File: config.mk
export PLATFORM = sky130hd
export DESIGN_NAME = gpio_in
export DESIGN_NICKNAME = d
export VERILOG_FILES = /design/src/rtl/gpio_in.sv
export SDC_FILE = /design/constraint.sdc
export NUM_CORES = 1
export LEC_CHECK = 0
export CORE_MARGIN = 8
export CORE_UTILIZATION = 24
export CTS_CLUSTER_DIAMETER = 40
export DETAILED_ROUTE_END_ITERATION = 6
export GPL_TIMING_DRIVEN = 0
export PLACE_DENSITY = 0.47
export SYNTH_ARGS = -nofsm -noshare
export SYNTH_HDL_FRONTEND = slang
export SYNTH_SLANG_ARGS = --single-unit
File: constraint.sdc
create_clock -name clk -period 1.4 [get_ports clk]
set_clock_uncertainty 0.2 [all_clocks]
set_input_delay 0.28 -clock clk [delete_from_list [all_inputs] [get_ports clk]]
set_output_delay 0.28 -clock clk [all_outputs]
set_load 0.02 [all_outputs]
File: src/rtl/gpio_in.sv
// -----------------------------------------------------------------------------
// gpio_in -- 8-bit general purpose input block with edge capture and interrupt.
//
// Each pin goes through a two-flop synchronizer. The synchronized sample is
// optionally debounced. The result is the accepted pin level, LEVEL.
// A 0->1 change of LEVEL sets a sticky RISE bit and a 1->0 change sets a
// sticky FALL bit. Reading RISE or FALL returns the register and clears it on
// the same edge. If a new edge arrives on that same edge, the new edge wins.
// The interrupt is the OR of all edge bits enabled by MASK.
//
// Optional feature:
//   GPIO_IN_DEBOUNCE_EN  When defined, each pin has a debounce counter. A new
//                        synchronized level is accepted only after it has been
//                        sampled for DB_CYCLES consecutive cycles. When not
//                        defined, LEVEL is the synchronized sample delayed by
//                        one register, and no counters are built.
//
// Parameters:
//   DB_CYCLES  stable synchronized samples needed to accept a level (debounce)
//   CNT_W      debounce counter width; 2**CNT_W must exceed DB_CYCLES
//
// Ports:
//   clk       clock; all state updates on the rising edge
//   rst       synchronous, active-high reset
//   pins      [7:0] asynchronous external pin levels
//   io_sel    [1:0] register select: 0=LEVEL 1=RISE 2=FALL 3=MASK
//   io_rd_en  one-cycle read strobe for the register chosen by io_sel
//   io_wr_en  one-cycle write strobe; only MASK (io_sel=3) is writable
//   wr_data   [7:0] MASK write data
//   data_in   [31:0] registered read data; bits [31:8] are always 0
//   rd_valid  high for one cycle when data_in carries fresh read data
//   irq       registered level interrupt, |((RISE|FALL) & MASK)
//
// CPU handshake: io_rd_en and io_wr_en are single-cycle strobes with no
// back-pressure. A read sampled on edge N updates data_in and pulses rd_valid
// on that same edge N, so both are valid during cycle N+1. A read and a write
// of MASK on the same edge return the old MASK and store wr_data.
// -----------------------------------------------------------------------------
module gpio_in #(
  parameter int DB_CYCLES = 16,
  parameter int CNT_W     = 5
) (
  input  logic        clk,
  input  logic        rst,
  input  logic [7:0]  pins,
  input  logic [1:0]  io_sel,
  input  logic        io_rd_en,
  input  logic        io_wr_en,
  input  logic [7:0]  wr_data,
  output logic [31:0] data_in,
  output logic        rd_valid,
  output logic        irq
);

  localparam logic [1:0] SEL_LEVEL = 2'd0;
  localparam logic [1:0] SEL_RISE  = 2'd1;
  localparam logic [1:0] SEL_FALL  = 2'd2;
  localparam logic [1:0] SEL_MASK  = 2'd3;

  // The debounce counter must be able to hold DB_CYCLES-1 without wrapping.
  localparam bit CNT_W_OK = (2 ** CNT_W) > DB_CYCLES;

  // If the configuration is illegal, elaboration produces an empty marker
  // block. The block is named so that it stands out in the elaborated
  // hierarchy.
  if (!CNT_W_OK) begin : g_cnt_w_too_small_for_db_cycles
  end

  // ---------------------------------------------------------------------------
  // State
  // ---------------------------------------------------------------------------
  logic [7:0] sync1_q, sync1_d;
  logic [7:0] sync2_q, sync2_d;   // s[i]: the synchronized sample
  logic [7:0] level_q, level_d;
  logic [7:0] rise_q,  rise_d;
  logic [7:0] fall_q,  fall_d;
  logic [7:0] mask_q,  mask_d;
  logic [7:0] rd_data_q, rd_data_d;
  logic       rd_valid_q, rd_valid_d;
  logic       irq_q, irq_d;

  // ---------------------------------------------------------------------------
  // Synchronizer
  // ---------------------------------------------------------------------------
  always_comb begin
    sync1_d = pins;
    sync2_d = sync1_q;
  end

  // ---------------------------------------------------------------------------
  // Level acceptance
  // ---------------------------------------------------------------------------
`ifdef GPIO_IN_DEBOUNCE_EN
  localparam logic [CNT_W-1:0] DB_LAST = CNT_W'(DB_CYCLES - 1);

  logic [CNT_W-1:0] cnt_q [8];
  logic [CNT_W-1:0] cnt_d [8];

  // The counter measures how long s has differed from LEVEL. Any sample that
  // agrees with LEVEL restarts the count, so a glitch shorter than DB_CYCLES
  // never reaches DB_LAST. When the count reaches DB_LAST, the sample that
  // arrives on the next edge is the DB_CYCLES-th differing sample. On that
  // edge LEVEL takes s and the counter returns to 0. The counter is therefore
  // bounded by DB_LAST and never wraps.
  always_comb begin
    level_d = level_q;
    for (int i = 0; i < 8; i++) begin
      cnt_d[i] = cnt_q[i];
      if (sync2_q[i] == level_q[i]) begin
        cnt_d[i] = '0;
      end else if (cnt_q[i] == DB_LAST) begin
        level_d[i] = sync2_q[i];
        cnt_d[i]   = '0;
      end else begin
        cnt_d[i] = cnt_q[i] + 1'b1;
      end
    end
  end

  always_ff @(posedge clk) begin
    for (int i = 0; i < 8; i++) begin
      if (rst) begin
        cnt_q[i] <= '0;
      end else begin
        cnt_q[i] <= cnt_d[i];
      end
    end
  end
`else
  // No filtering. Every synchronized change is accepted one register later.
  always_comb begin
    level_d = sync2_q;
  end
`endif

  // ---------------------------------------------------------------------------
  // Edge capture, mask, read path, interrupt
  // ---------------------------------------------------------------------------
  logic [7:0] rise_set, fall_set;
  logic [7:0] rise_clr, fall_clr;
  logic [7:0] rd_mux;

  always_comb begin
    rise_set = level_d & ~level_q;
    fall_set = ~level_d & level_q;

    rise_clr = (io_rd_en && io_sel == SEL_RISE) ? 8'hFF : 8'h00;
    fall_clr = (io_rd_en && io_sel == SEL_FALL) ? 8'hFF : 8'h00;

    // The set term is ORed in after the clear, so a new edge on the
    // read-to-clear edge stays set. The read data comes from rise_q/fall_q,
    // so it shows the value from before that edge.
    rise_d = (rise_q & ~rise_clr) | rise_set;
    fall_d = (fall_q & ~fall_clr) | fall_set;

    mask_d = (io_wr_en && io_sel == SEL_MASK) ? wr_data : mask_q;

    case (io_sel)
      SEL_LEVEL: rd_mux = level_q;
      SEL_RISE:  rd_mux = rise_q;
      SEL_FALL:  rd_mux = fall_q;
      default:   rd_mux = mask_q;
    endcase

    rd_data_d  = io_rd_en ? rd_mux : rd_data_q;
    rd_valid_d = io_rd_en;

    // irq uses next-state values. It therefore drops on the same edge that
    // clears or masks the last enabled bit.
    irq_d = |((rise_d | fall_d) & mask_d);
  end

  always_ff @(posedge clk) begin
    if (rst) begin
      sync1_q    <= '0;
      sync2_q    <= '0;
      level_q    <= '0;
      rise_q     <= '0;
      fall_q     <= '0;
      mask_q     <= '0;
      rd_data_q  <= '0;
      rd_valid_q <= 1'b0;
      irq_q      <= 1'b0;
    end else begin
      sync1_q    <= sync1_d;
      sync2_q    <= sync2_d;
      level_q    <= level_d;
      rise_q     <= rise_d;
      fall_q     <= fall_d;
      mask_q     <= mask_d;
      rd_data_q  <= rd_data_d;
      rd_valid_q <= rd_valid_d;
      irq_q      <= irq_d;
    end
  end

  assign data_in  = {24'h000000, rd_data_q};
  assign rd_valid = rd_valid_q;
  assign irq      = irq_q;

endmodule

==> results.py <==
metrics = {
    "floorplanning": {
        "core_sq_mm": 0.00959,
        "start_util_pct": 24.4,
        "die_area_sq_mm": 0.0132,
        "die_h_um": 115,
        "top_level_ports": 56,
        "die_w_um": 115,
        "row_count": 36,
    },
    "setup_path": {
        "criticalPathCategory": "input port to flip-flop",
        "arrival_ns": 1.49,
        "start_kind": "input port",
        "cp-end-kind": "flip-flop",
        "rrSetupSlack_ns": -0.06,
        "rr_worst_depth": 5,
        "path_max_fanout": 5,
        "required_ns": 1.40,
    },
    "detailed_routing": {
        "wl_mm": 5.35,
        "ant_nets": 0,
        "via_count": 1625,
        "drt-initial-drc-count": 73,
        "viasPerCell": 3.78,
        "post_drt_wl_per_cell_um": 12.4,
        "first_pass_iters": 4,
        "drc": 0,
    },
    "hold_path": {
        "hold_depth": 2,
        "hold_class": "input port to flip-flop",
    },
    "grt": {
        "grt_max_degree": 11,
        "grt_pass1_vias": 1661,
        "gr-total-overflow": 0,
        "antenna_found_initial": 0,
        "gr-usage-all-layers_pct": 8.71,
        "grt_pass1_wl_mm": 8.56,
    },
    "cts": {
        "clock_latency_ns": 0.33,
        "tritoncts": "built",
        "clock_sinks": 58,
        "clockRootBuffer": "clkbuf_8",
        "clockBufferDepth": 2,
        "cts_buffers": 9,
        "htreeDepth": 3,
        "clk_pin_slew_ns": 0.06,
    },
    "pwr": {
        "peakVddDrop_mv": 0.544,
        "powerDensity_mw_per_mm2": 1080,
        "p_total_mw": 3.50,
        "p_leak_nw": 1.42,
    },
    "place": {
        "dp_hpwl_mm": 3.67,
        "gp_congestion": 0.716,
        "io_buffers": 30,
        "dp.cells": 405,
    },
    "yosys": {
        "yosysUniqueCellTypes": 17,
        "seq_area_frac_synth_pct": 49.7,
        "syn-cell-area_sq_mm": 0.00234,
        "synth_warnings": 0,
        "synth_seq_cells": 58,
        "syn_inst": 219,
        "avgSynthCellArea_sq_um": 10.7,
    },
    "cells_and_area": {
        "seqCellArea_sq_mm": 0.00116,
        "drive_above_1_share_pct": 33.0,
        "fillCellCount": 997,
        "multiInputGateArea_sq_mm": 0.00113,
        "fin_nets": 317,
        "antenna_cells": 0,
        "fin_cells": 430,
        "fin_util_pct": 33.7,
        "area_growth_pct": 38.1,
    },
    "sta": {
        "slew_headroom_pct": 64.1,
        "worst_slew_pin_slew_ns": 0.539,
        "rsz0062_at_grt": "yes",
        "hold_viol": 0,
        "setup_ws_ns": -0.0876,
        "slew_violations": 0,
        "finalCriticalPeriod_ns": 1.49,
        "max_freq_mhz": 672,
        "setup_violations": 2,
        "fin_crit_sh_pct": 106,
    },
    "run_status": {
        "status": "complete, but fails checks",
        "violations": "negative setup slack",
    },
    "flow_run": {
        "drv_cap": 0,
    },
}
stage by stage:
stage | hold WS, ns | TNS [ns] | worst slack [ns] | instance area [sq um]
after floorplan | 0.208 | -0.271 | -0.0883 | 2440
after global placement | 0.225 | -17.06 | -1.07 | 2900
after detailed placement | 0.225 | -16.86 | -1.06 | 2900
after CTS | 0.0802 | -0.0758 | -0.0758 | 3180
after global routing | 0.0852 | -0.170 | -0.147 | 3230
final | 0.0889 | -0.0914 | -0.0876 | 3230
state kept, by name, summed over array words and instances, names as in the netlist:
name and flops:
rise_q 8, rd_valid 1, level_d 8, fall_q 8, mask_q 8, level_q 8
sync1_q 8, irq 1, rd_data_q 8
repair_timing:
item	in CTS	in global routing
pin swaps	7	4
hold endpoints to repair	0	0
setup buffers	9	3
gates resized for setup	74	22
setup endpoints to repair	43	11
hold buffers	0	0
kinds of logic (layout without fill, tap and decap cells):
family                 Yosys count  count (layout)  synth area share, %
AND/OR/NAND/NOR                 78              78                 18.8
flip-flops                      58              58                 49.7
buffers and inverters           33              88                 10.2
AO/OA/AOI/OAI                   25              25                 5.35
multiplexers                    24              24                 15.8
other                            1              24                0.160
where the power goes:
group | total [mW] | switching, mW | internal, mW
combinational | 0.466 | 0.229 | 0.237
clock | 1.28 | 0.572 | 0.710
sequential | 1.75 | 0.0335 | 1.72
total | 3.50 | 0.835 | 2.66
worst max-delay path, cell delays in order:
cell and delay (ns):
buf_6 0.10, buf_12 0.12, nand3_4 0.13, buf_4 0.13
mux2i_1 0.24, a21oi_2 0.06, nor4_2 0.31, a21oi_1 0.12
layer usage:
metal / vias to the layer above / track usage (%) / wire length (um)
li1: 832 / - / -
met1: 743 / 9.84 / 2490
met2: 42 / 13.6 / 2430
met3: 8 / 4.27 / 352
met4: 0 / 3.94 / 80
met5: - / 0 / 0
layout by cell type (no fill, tap or decap), types with 2 or more instances in the layout:
cell and count:
clkbuf_1 6, mux2i_1 11, mux2i_4 2, nor2_1 32
nor2b_1 38, nand3b_4 2, and2b_1 2, clkdlybuf4s50_1 16
buf_4 32, buf_6 5, a21oi_1 10, a21oi_2 13
buf_2 13, buf_12 2, a21oi_4 2, mux4_2 6
mux2i_2 3, clkbuf_8 11, dfxtp_1 55, mux4_1 2
conb_1 24, dfxtp_2 3
cells in the mapped netlist:
master,number,area [sq um]
clkbuf_1,4,15.0
nor2_1,32,120
conb_1,1,3.75
nand3b_4,1,20.0
dfxtp_1,58,1160
a21oi_1,25,125
nor2b_1,39,244
buf_6,3,33.8
and2b_1,2,15.0
buf_4,24,180
buf_2,1,5.00
nor4_1,2,12.5
nand3b_2,1,11.3
mux4_1,8,210
buf_1,1,3.75
nand3_4,1,17.5
mux2i_1,16,160
worst paths after layout:
check | to | startpoint
max reg2reg | irq$_SDFF_PP0_ | level_q[6]$_SDFF_PP0_
min reg2reg | level_d[4]$_SDFF_PP0_ | sync1_q[4]$_SDFF_PP0_
max | irq$_SDFF_PP0_ | io_sel[1]
min | rise_q[6]$_SDFF_PP0_ | rst
cell type report:
| class | count | area share (%) |
|---|---|---|
| Timing Repair Buffer | 42 | 11.0 |
| Clock buffer | 13 | 4.92 |
| Tap cell | 133 | 5.15 |
| Multi-Input combinational cell | 151 | 35.1 |
| Buffer | 33 | 7.75 |
| Sequential cell | 58 | 36.1 |
Note: power is estimated with default switching activity, not from simulation.
